### config.mk
export PLATFORM = sky130hd
export DESIGN_NAME = mem_port_arbiter_flat
export DESIGN_NICKNAME = d
export VERILOG_FILES = /design/src/rtl/mem_port_arbiter_if.sv /design/src/rtl/mem_port_arbiter.sv /design/src/flat_wrapper.sv
export SDC_FILE = /design/constraint.sdc
export NUM_CORES = 1
export LEC_CHECK = 0
export ABC_AREA = 1
export ABC_CLOCK_PERIOD_IN_PS = 3250
export BUFFER_PORTS_ARGS = -buffer_cell sky130_fd_sc_hd__buf_2
export CAP_MARGIN = 30
export CORE_ASPECT_RATIO = 0.7
export CORE_UTILIZATION = 48
export CTS_CLUSTER_SIZE = 14
export DETAILED_ROUTE_END_ITERATION = 10
export GPL_ROUTABILITY_DRIVEN = 0
export PLACE_DENSITY = 0.81
export RECOVER_POWER = 100
export REMOVE_ABC_BUFFERS = 1
export SLEW_MARGIN = 10
export SYNTH_ARGS = -nofsm -noshare
export SYNTH_HDL_FRONTEND = slang
export SYNTH_SLANG_ARGS = --single-unit
### constraint.sdc
create_clock -name clock -period 3.25 [get_ports clock]
set_input_delay 0 -clock clock [delete_from_list [all_inputs] [get_ports clock]]
set_output_delay 0 -clock clock [all_outputs]
set_load 0.05 [all_outputs]
### src/rtl/mem_port_arbiter_if.sv
// mem_port_arbiter_if: fetch, data and memory-port signals shared by the arbiter and its environment
interface mem_port_arbiter_if;
  logic        if_req;
  logic [31:0] if_addr;
  logic        if_ack;
  logic [31:0] if_rdata;
  logic        d_req;
  logic        d_rw;
  logic [1:0]  d_store_sel;
  logic [31:0] d_addr;
  logic [31:0] d_wdata;
  logic        d_ack;
  logic        d_err;
  logic [31:0] d_rdata;
  logic        m_req;
  logic        m_rw;
  logic [31:0] m_addr;
  logic [3:0]  m_be;
  logic [31:0] m_wdata;
  logic        m_ack;
  logic [31:0] m_rdata;
  modport master (
    input  if_req, if_addr, d_req, d_rw, d_store_sel, d_addr, d_wdata, m_ack, m_rdata,
    output if_ack, if_rdata, d_ack, d_err, d_rdata, m_req, m_rw, m_addr, m_be, m_wdata
  );
  modport slave (
    output if_req, if_addr, d_req, d_rw, d_store_sel, d_addr, d_wdata, m_ack, m_rdata,
    input  if_ack, if_rdata, d_ack, d_err, d_rdata, m_req, m_rw, m_addr, m_be, m_wdata
  );
endinterface

### src/rtl/mem_port_arbiter.sv
// mem_port_arbiter: shares one memory port between fetch and data requesters with bounded fetch starvation
module mem_port_arbiter #(
  parameter int STARVE_MAX = 4,
  parameter int CNT_W = 3
) (
  input logic clock,
  input logic reset,
  mem_port_arbiter_if.master bus
);
  typedef enum logic [1:0] {IDLE, BUSY_I, BUSY_D, ERR} state_t;
  state_t state_q, state_d;
  logic m_req_q, m_req_d, m_rw_q, m_rw_d;
  logic if_ack_q, if_ack_d, d_ack_q, d_ack_d, d_err_q, d_err_d;
  logic [31:0] m_addr_q, m_addr_d, m_wdata_q, m_wdata_d;
  logic [31:0] if_rdata_q, if_rdata_d, d_rdata_q, d_rdata_d;
  logic [3:0] m_be_q, m_be_d, lane_be;
  logic [31:0] lane_wdata;
  logic [CNT_W-1:0] starve_q, starve_d;
  logic [1:0] a, sel;
  logic misal, starved, if_ok, d_ok, f_win, d_win;
  always_comb begin
    a = bus.d_addr[1:0];
    sel = bus.d_store_sel == 2'b11 ? 2'b00 : bus.d_store_sel;
    lane_be = sel == 2'b01 ? 4'b0011 << a : sel == 2'b10 ? 4'b0001 << a : 4'b1111;
    lane_wdata = sel == 2'b01 ? {2{bus.d_wdata[15:0]}} : sel == 2'b10 ? {4{bus.d_wdata[7:0]}} : bus.d_wdata;
    misal = bus.d_rw & (((sel == 2'b01) & a[0]) | ((sel == 2'b00) & (a != 2'b00)));
    starved = starve_q == CNT_W'(STARVE_MAX);
    if_ok = bus.if_req & ~if_ack_q;
    d_ok = bus.d_req & ~d_ack_q;
    f_win = if_ok & (~bus.d_req | starved);
    d_win = d_ok & ~f_win;
    state_d = state_q;
    m_req_d = m_req_q;
    m_rw_d = m_rw_q;
    m_addr_d = m_addr_q;
    m_be_d = m_be_q;
    m_wdata_d = m_wdata_q;
    if_rdata_d = if_rdata_q;
    d_rdata_d = d_rdata_q;
    starve_d = starve_q;
    if_ack_d = 1'b0;
    d_ack_d = 1'b0;
    d_err_d = 1'b0;
    if (state_q == IDLE && f_win) begin
      state_d = BUSY_I;
      m_req_d = 1'b1;
      m_rw_d = 1'b0;
      m_addr_d = {bus.if_addr[31:2], 2'b00};
      m_be_d = 4'b1111;
      starve_d = '0;
    end else if (state_q == IDLE && d_win && misal) begin
      state_d = ERR;
    end else if (state_q == IDLE && d_win) begin
      state_d = BUSY_D;
      m_req_d = 1'b1;
      m_rw_d = bus.d_rw;
      m_addr_d = {bus.d_addr[31:2], 2'b00};
      m_be_d = bus.d_rw ? lane_be : 4'b1111;
      m_wdata_d = lane_wdata;
      starve_d = !bus.if_req ? '0 : starved ? starve_q : starve_q + 1'b1;
    end else if (state_q == BUSY_I && bus.m_ack) begin
      state_d = IDLE;
      m_req_d = 1'b0;
      if_ack_d = 1'b1;
      if_rdata_d = bus.m_rdata;
    end else if (state_q == BUSY_D && bus.m_ack) begin
      state_d = IDLE;
      m_req_d = 1'b0;
      d_ack_d = 1'b1;
      d_rdata_d = bus.m_rdata;
    end else if (state_q == ERR) begin
      state_d = IDLE;
      d_ack_d = 1'b1;
      d_err_d = 1'b1;
    end
  end
  always_ff @(posedge clock) begin
    if (reset) begin
      state_q <= IDLE;
      m_req_q <= 1'b0;
      m_rw_q <= 1'b0;
      m_addr_q <= '0;
      m_be_q <= '0;
      m_wdata_q <= '0;
      if_ack_q <= 1'b0;
      d_ack_q <= 1'b0;
      d_err_q <= 1'b0;
      if_rdata_q <= '0;
      d_rdata_q <= '0;
      starve_q <= '0;
    end else begin
      state_q <= state_d;
      m_req_q <= m_req_d;
      m_rw_q <= m_rw_d;
      m_addr_q <= m_addr_d;
      m_be_q <= m_be_d;
      m_wdata_q <= m_wdata_d;
      if_ack_q <= if_ack_d;
      d_ack_q <= d_ack_d;
      d_err_q <= d_err_d;
      if_rdata_q <= if_rdata_d;
      d_rdata_q <= d_rdata_d;
      starve_q <= starve_d;
    end
  end
  assign bus.m_req = m_req_q;
  assign bus.m_rw = m_rw_q;
  assign bus.m_addr = m_addr_q;
  assign bus.m_be = m_be_q;
  assign bus.m_wdata = m_wdata_q;
  assign bus.if_ack = if_ack_q;
  assign bus.if_rdata = if_rdata_q;
  assign bus.d_ack = d_ack_q;
  assign bus.d_err = d_err_q;
  assign bus.d_rdata = d_rdata_q;
endmodule

### src/flat_wrapper.sv
// flat-port wrapper written by rule: the top's interface ports become plain ports
module mem_port_arbiter_flat 
#(
  parameter int STARVE_MAX = 4,
  parameter int CNT_W = 3
)
  (clock, reset, bus_if_req, bus_if_addr, bus_d_req, bus_d_rw, bus_d_store_sel, bus_d_addr, bus_d_wdata, bus_m_ack, bus_m_rdata, bus_if_ack, bus_if_rdata, bus_d_ack, bus_d_err, bus_d_rdata, bus_m_req, bus_m_rw, bus_m_addr, bus_m_be, bus_m_wdata);
  mem_port_arbiter_if bus_i ();
  input logic clock;
  input logic reset;
  input wire logic [$bits(bus_i.if_req)-1:0] bus_if_req;
  input wire logic [$bits(bus_i.if_addr)-1:0] bus_if_addr;
  input wire logic [$bits(bus_i.d_req)-1:0] bus_d_req;
  input wire logic [$bits(bus_i.d_rw)-1:0] bus_d_rw;
  input wire logic [$bits(bus_i.d_store_sel)-1:0] bus_d_store_sel;
  input wire logic [$bits(bus_i.d_addr)-1:0] bus_d_addr;
  input wire logic [$bits(bus_i.d_wdata)-1:0] bus_d_wdata;
  input wire logic [$bits(bus_i.m_ack)-1:0] bus_m_ack;
  input wire logic [$bits(bus_i.m_rdata)-1:0] bus_m_rdata;
  output wire logic [$bits(bus_i.if_ack)-1:0] bus_if_ack;
  output wire logic [$bits(bus_i.if_rdata)-1:0] bus_if_rdata;
  output wire logic [$bits(bus_i.d_ack)-1:0] bus_d_ack;
  output wire logic [$bits(bus_i.d_err)-1:0] bus_d_err;
  output wire logic [$bits(bus_i.d_rdata)-1:0] bus_d_rdata;
  output wire logic [$bits(bus_i.m_req)-1:0] bus_m_req;
  output wire logic [$bits(bus_i.m_rw)-1:0] bus_m_rw;
  output wire logic [$bits(bus_i.m_addr)-1:0] bus_m_addr;
  output wire logic [$bits(bus_i.m_be)-1:0] bus_m_be;
  output wire logic [$bits(bus_i.m_wdata)-1:0] bus_m_wdata;
  assign bus_i.if_req = bus_if_req;
  assign bus_i.if_addr = bus_if_addr;
  assign bus_i.d_req = bus_d_req;
  assign bus_i.d_rw = bus_d_rw;
  assign bus_i.d_store_sel = bus_d_store_sel;
  assign bus_i.d_addr = bus_d_addr;
  assign bus_i.d_wdata = bus_d_wdata;
  assign bus_i.m_ack = bus_m_ack;
  assign bus_i.m_rdata = bus_m_rdata;
  assign bus_if_ack = bus_i.if_ack;
  assign bus_if_rdata = bus_i.if_rdata;
  assign bus_d_ack = bus_i.d_ack;
  assign bus_d_err = bus_i.d_err;
  assign bus_d_rdata = bus_i.d_rdata;
  assign bus_m_req = bus_i.m_req;
  assign bus_m_rw = bus_i.m_rw;
  assign bus_m_addr = bus_i.m_addr;
  assign bus_m_be = bus_i.m_be;
  assign bus_m_wdata = bus_i.m_wdata;
  mem_port_arbiter #(.STARVE_MAX(STARVE_MAX), .CNT_W(CNT_W)) u_core (.clock(clock), .reset(reset), .bus(bus_i));
endmodule
Word level (Yosys, flattened, before mapping)

Cells that the tools add are included.
Widths: inputs -> output; s select.

Memory bits (read-only): 0
RAM bits: 0
Register bits: 140
Word-level logic and storage cells: 93
Memories: 0
Latch bits: 0

Eq/ne operators: 9
Divide/modulo/power cells: 0
Mux-type cells: 28
$add $sub $neg: 1
Multipliers: 0
$lt $le $gt $ge: 0
Shift-type cells: 2
Reduce and logical (&&, ||, !) cells: 23
Bitwise gates (word level): 17

Operators by type and width:

| operator            | count |
|---|---|
| $mux 32             | 5 |
| $mux 4              | 6 |
| $mux 2              | 6 |
| $mux 1              | 9 |
| $eq 2x2->1 const B  | 4 |
| $not 1->1           | 8 |
| $and 1x1->1         | 7 |
| $mux 3              | 2 |
| $reduce_and 2->1    | 3 |
| $reduce_and 3->1    | 2 |
| $reduce_bool 6->1   | 1 |
| $reduce_or 6->1     | 1 |
| $logic_and 1x1->1   | 5 |
| $reduce_and 5->1    | 1 |
| $reduce_bool 5->1   | 1 |
| $reduce_or 5->1     | 1 |
| $eq 2x1->1 const B  | 2 |
| $logic_not 2->1     | 2 |
| $reduce_and 4->1    | 1 |
| $reduce_bool 2->1   | 2 |
| $reduce_bool 4->1   | 1 |
| $reduce_or 4->1     | 1 |
| $shl 1x2->4 const A | 1 |
| $shl 2x2->4 const A | 1 |
| other kinds (6)     | 7 |

Logic depth before layout (Yosys ltp)

Depth in word-level cells: 9
Mapped depth: 12
Gate-level depth less buffers: 11

Worst setup path before layout

Ideal clock, no wire load.

Path type: register to register
Start: register u_core.if_ack_q, in the netlist u_core.bus.if_ack
End: register u_core.m_addr_q[13], in the netlist u_core.bus.m_addr[13]
Stages on the path, launching flop included: 10
Period minus slack after synthesis: 1584 ps
Setup slack: 1666 ps
Arrival: 1471 ps
Cells stage by stage: dfxtp_1 -> nor2_4 -> nand2_2 -> nand2_4 -> nand2_2 -> nand2_2 -> buf_6 -> buf_6 -> nor2_1 -> nor2_1

Longest elaborated chain between the ends: 9
Elaborated cells between the ends (all ways): 12

RTL lines:

| what                              | line                                           | text |
|---|---|---|
| start: declaration                | mem_port_arbiter.sv:13                         | `logic if_ack_q, if_ack_d, d_ack_q, d_ack_d, d_err_q, d_err_d;` |
| start signal: assignment          | mem_port_arbiter.sv:98                         | `if_ack_q <= if_ack_d;` |
| $not 1->1 *                       | mem_port_arbiter.sv:28                         | `if_ok = bus.if_req & ~if_ack_q;` |
| $and 1x1->1 *                     | mem_port_arbiter.sv:28                         |  |
| $and 1x1->1 *                     | mem_port_arbiter.sv:30                         | `f_win = if_ok & (~bus.d_req \| starved);` |
| $not 1->1                         | mem_port_arbiter.sv:31                         | `d_win = d_ok & ~f_win;` |
| $and 1x1->1                       | mem_port_arbiter.sv:31                         |  |
| $logic_and 1x1->1                 | mem_port_arbiter.sv:51, mem_port_arbiter.sv:53 |  |
| $logic_and 1x1->1                 | mem_port_arbiter.sv:51                         | `end else if (state_q == IDLE && d_win && misal) begin` |
| $ne 2x1->1 (no source line)       | --                                             |  |
| $reduce_and 2->1 (no source line) | --                                             |  |
| end signal: assignment            | mem_port_arbiter.sv:95                         | `m_addr_q <= m_addr_d;` |
| end: declaration                  | mem_port_arbiter.sv:14                         | `logic [31:0] m_addr_q, m_addr_d, m_wdata_q, m_wdata_d;` |

Mark *: on every way between the ends. The rest lies on a longest branch, timed or not.
A chain may end at the register's enable or synchronous reset.

Worst setup path after layout

Start: register u_core.starve_q[0]
End: register u_core.starve_q[0]

Longest elaborated chain between the ends: 9
Elaborated cells between the ends (all ways): 15

RTL lines:

| what                              | line                                           | text |
|---|---|---|
| start: declaration                | mem_port_arbiter.sv:18                         | `logic [CNT_W-1:0] starve_q, starve_d;` |
| start signal: assignment          | mem_port_arbiter.sv:103                        | `starve_q <= starve_d;` |
| $eq 3x3->1                        | mem_port_arbiter.sv:27                         | `starved = starve_q == CNT_W'(STARVE_MAX);` |
| $or 1x1->1                        | mem_port_arbiter.sv:30                         |  |
| $and 1x1->1                       | mem_port_arbiter.sv:30                         |  |
| $not 1->1                         | mem_port_arbiter.sv:31                         |  |
| $and 1x1->1                       | mem_port_arbiter.sv:31                         |  |
| $logic_and 1x1->1                 | mem_port_arbiter.sv:51, mem_port_arbiter.sv:53 |  |
| $logic_and 1x1->1                 | mem_port_arbiter.sv:51                         |  |
| $not 1->1 (no source line)        | --                                             |  |
| $reduce_and 3->1 (no source line) | --                                             |  |

Several ways; a longest one is shown, not always the timed one. The select of a mux whose other input is x is not followed.

==> reports/metrics.yaml <==
yosys:
  syn-cell-area_um2: 6080
  async_reset_ff_frac: 0
  synth_seq_cells: 140
  yosysTopAreaCell: "dfxtp_1"
  synth_top_area_frac: 0.461
  syn_inst: 900
  synth_flop_cell: "dfxtp_1"
  synth_cell_types: 26
  yosysWarnings: 0
  yosys-top-cells-count: "nor2_1 (249), nand2_1 (182), dfxtp_1 (140)"
  synth_edf_count: 0
  yosys-top-cells-area: "dfxtp_1 (46%), nor2_1 (15%), nand2_1 (11%)"
  avgSynthCellArea_um2: 6.76
  synth-seq-area-share: 0.461
  yosysMostFrequentCell: "nor2_1"
critical_path:
  arrival_ns: 3.06
  rrSetupSlack_ns: 0.52
  critPathKind: "flop to flop"
  reg2regPathDepth: 9
  r2r-start: "u_core.starve_q[0]$_SDFFE_PP0P_"
  timing.rr.end: "u_core.starve_q[0]$_SDFFE_PP0P_"
  crit_path_end_kind: "flop"
  startpoint_type: "flop"
  cp_max_fo: 36
  crit_required_ns: 3.58
power_and_ir_drop:
  vdd_drop_max_mv: 0.493
  swShare: 0.349
  power_switching_w: 0.00190
  power.leakage_nw: 4.29
  power.internal_w: 0.00354
  p_per_area_nw_per_um2: 592
  seq_power_share: 0.359
  totalPowerFinal_w: 0.00543
  p_clk_frac: 0.375
  combinationalPowerShare: 0.267
route:
  route.antenna.remaining_nets: 0
  num_vias: 7250
  drt-total-wl_mm: 21.1
  routedWlPerCell_um: 14.7
  drc: 0
  dr.pass1.iters: 6
  drt-initial-drc-count: 463
  viasPerCell: 5.04
clock_network:
  clk_latency_ns: 0.41
  cts_tree: "done"
  cts-root-buf: "clkbuf_16"
  htree_num_levels: 4
  clock_path_buffers: 2
  cts_setup_buffers: 0
  cts.sinks: 140
  cts_hold_buf: 123
  cts_buffers: 17
  clkTransAtPathRegs_ns: 0.07
  cts_resized: 0
grt:
  grt_pass1_vias: 6995
  grt_pass1_wl_mm: 32.5
  grtUsageTotal: 0.319
  gr-total-overflow: 0
  grt_antenna_before_repair: 1
  grt_start_max_net_pins: 70
timing:
  fin_crit_sh: 0.841
  final.setup.tns_ns: 0
  worst_slack_ns: 0.515
  final.min_clock_period_ns: 2.73
  rsz0062_at_grt: "no"
  max_slew.worst_pin.slew_ns: 1.52
  slew_headroom: -0.0165
  setup_viol: 0
  drv_slew: 37
  clock_skew_ns: 0.0117
  clock.fmax_mhz: 366
  hold_viol: 0
status:
  status: "finished with violations"
  violations: "capacitance limit, slew limit"
placement:
  place_hpwl_mm: 11.6
  io_buffers: 268
  pre_cts_ws_ns: 1.12
  place_inst: 1282
  placed_cell_area_um2: 7490
finish:
  finalNonFillerCells: 1439
  fin_area_um2: 9170
  area_growth_pct: 50.8
  fin_nets: 1412
  drive_above_1_share: 0.141
die:
  initial_core_util: 0.506
  die-width_um: 137
  coreArea_um2: 12000
  die_h_um: 96.2
  pin_count: 273
  dieArea_um2: 13100
  fp-row-count: 33
hold_path:
  holdPathEnd: "u_core.bus.m_wdata[29]$_SDFFE_PP0P_"
  hold_path_class: "primary input to flop"
  holdPathStages: 5
  worstHoldStart: "bus_d_wdata[29]"
flow_run:
  maxCapViolations: 1
-- critical path, cell delays in order, from the launching register on --
cell and delay [ns]:
dfxtp_1 0.36, inv_1 0.08, ha_1 0.22, nand2_1 0.07, nand2_1 0.06, nand2_1 0.14
nand2_1 0.14, nor2_2 1.15, nand3_1 0.20, a21oi_1 0.24
-- worst max-delay path by stage --
stage	startpoint	end	slack, ns	depth (start not counted)
3_5_place_dp	u_core.starve_q[0]$_SDFFE_PP0P_	u_core.bus.m_addr[20]$_SDFFE_PP0P_	1.12	11
4_1_cts	u_core.starve_q[0]$_SDFFE_PP0P_	u_core.bus.m_addr[22]$_SDFFE_PP0P_	0.89	11
5_1_grt	u_core.starve_q[0]$_SDFFE_PP0P_	u_core.starve_q[0]$_SDFFE_PP0P_	0.28	9
3_3_place_gp	u_core.starve_q[0]$_SDFFE_PP0P_	u_core.bus.m_addr[14]$_SDFFE_PP0P_	1.18	11
2_1_floorplan	u_core.bus.if_ack$_SDFF_PP0_	u_core.bus.m_addr[10]$_SDFFE_PP0P_	0.75	7
6_report	u_core.starve_q[0]$_SDFFE_PP0P_	u_core.starve_q[0]$_SDFFE_PP0P_	0.52	9
-- cell usage in the layout (no fill, tap or decap), types with 5 or more instances in the layout --
| cell type | synthesis | routed |
|---|---|---|
| nand2_1 | 182 | 185 |
| inv_6 | 0 | 5 |
| buf_2 | 21 | 132 |
| dfxtp_1 | 140 | 140 |
| a21oi_1 | 14 | 14 |
| o21ai_0 | 117 | 125 |
| clkbuf_16 | 0 | 17 |
| o21ai_1 | 13 | 5 |
| nor2_1 | 249 | 249 |
| clkbuf_1 | 25 | 138 |
| buf_4 | 2 | 5 |
| dlygate4sd3_1 | 0 | 123 |
| nand3_1 | 16 | 18 |
| inv_1 | 80 | 81 |
| a22oi_1 | 7 | 7 |
| ha_1 | 8 | 8 |
-- state kept, by name (all words and copies together) (netlist names) --
register,cells
u_core.bus.d_rdata,32
u_core.bus.if_rdata,32
u_core.bus.m_wdata,32
u_core.bus.m_addr,30
u_core.bus.m_be,4
u_core.starve_q,3
u_core.state_q,2
u_core.bus.d_ack,1
u_core.bus.d_err,1
u_core.bus.if_ack,1
u_core.bus.m_req,1
u_core.bus.m_rw,1
-- cell families (layout without fill, tap and decap cells) --
group | after synthesis | in the layout | share of synthesized area
buf+inv | 137 | 516 | 0.0938
other cells | 1 | 4 | 0.000617
flops | 140 | 140 | 0.461
simple gates | 460 | 460 | 0.298
compound gates | 153 | 153 | 0.129
xor+xnor | 1 | 1 | 0.00144
fa+ha+maj | 8 | 8 | 0.0165
-- stage by stage --
stage          utilization  hold WS (ns)
2_1_floorplan            -        0.0691
3_3_place_gp         0.619         0.263
3_5_place_dp         0.624         0.269
4_1_cts              0.778      0.000169
5_1_grt              0.763        0.0266
6_report             0.763        0.0124
-- metal layers --
metal / up-vias / part of all wire / GRT usage
met5: - / 0 / 0
li1: 3514 / - / -
met1: 3232 / 0.39 / 0.351
met4: 0 / 0.037 / 0.190
met2: 427 / 0.48 / 0.555
met3: 77 / 0.095 / 0.0890
-- power by group through the flow --
stage	logic, W	registers [W]	clock network (W)
after global routing	0.00156	0.00196	0.00214
after detailed placement	0.00130	0.00197	0
after CTS	0.00144	0.00194	0.00206
after floorplan	0.000431	0.00248	0
final	0.00145	0.00195	0.00204
after global placement	0.00129	0.00197	0
-- area by class of cell --
class | instances | area (µm²)
Fill cell | 912 | 2850
Sequential cell | 140 | 2800
Multi-Input combinational cell | 624 | 2690
Timing Repair Buffer | 402 | 2550
Clock buffer | 18 | 439
Inverter | 83 | 312
Tap cell | 157 | 196
Clock inverter | 13 | 180
Antenna cell | 2 | 5.00
No activity file was read; power rests on OpenSTA's default activity.
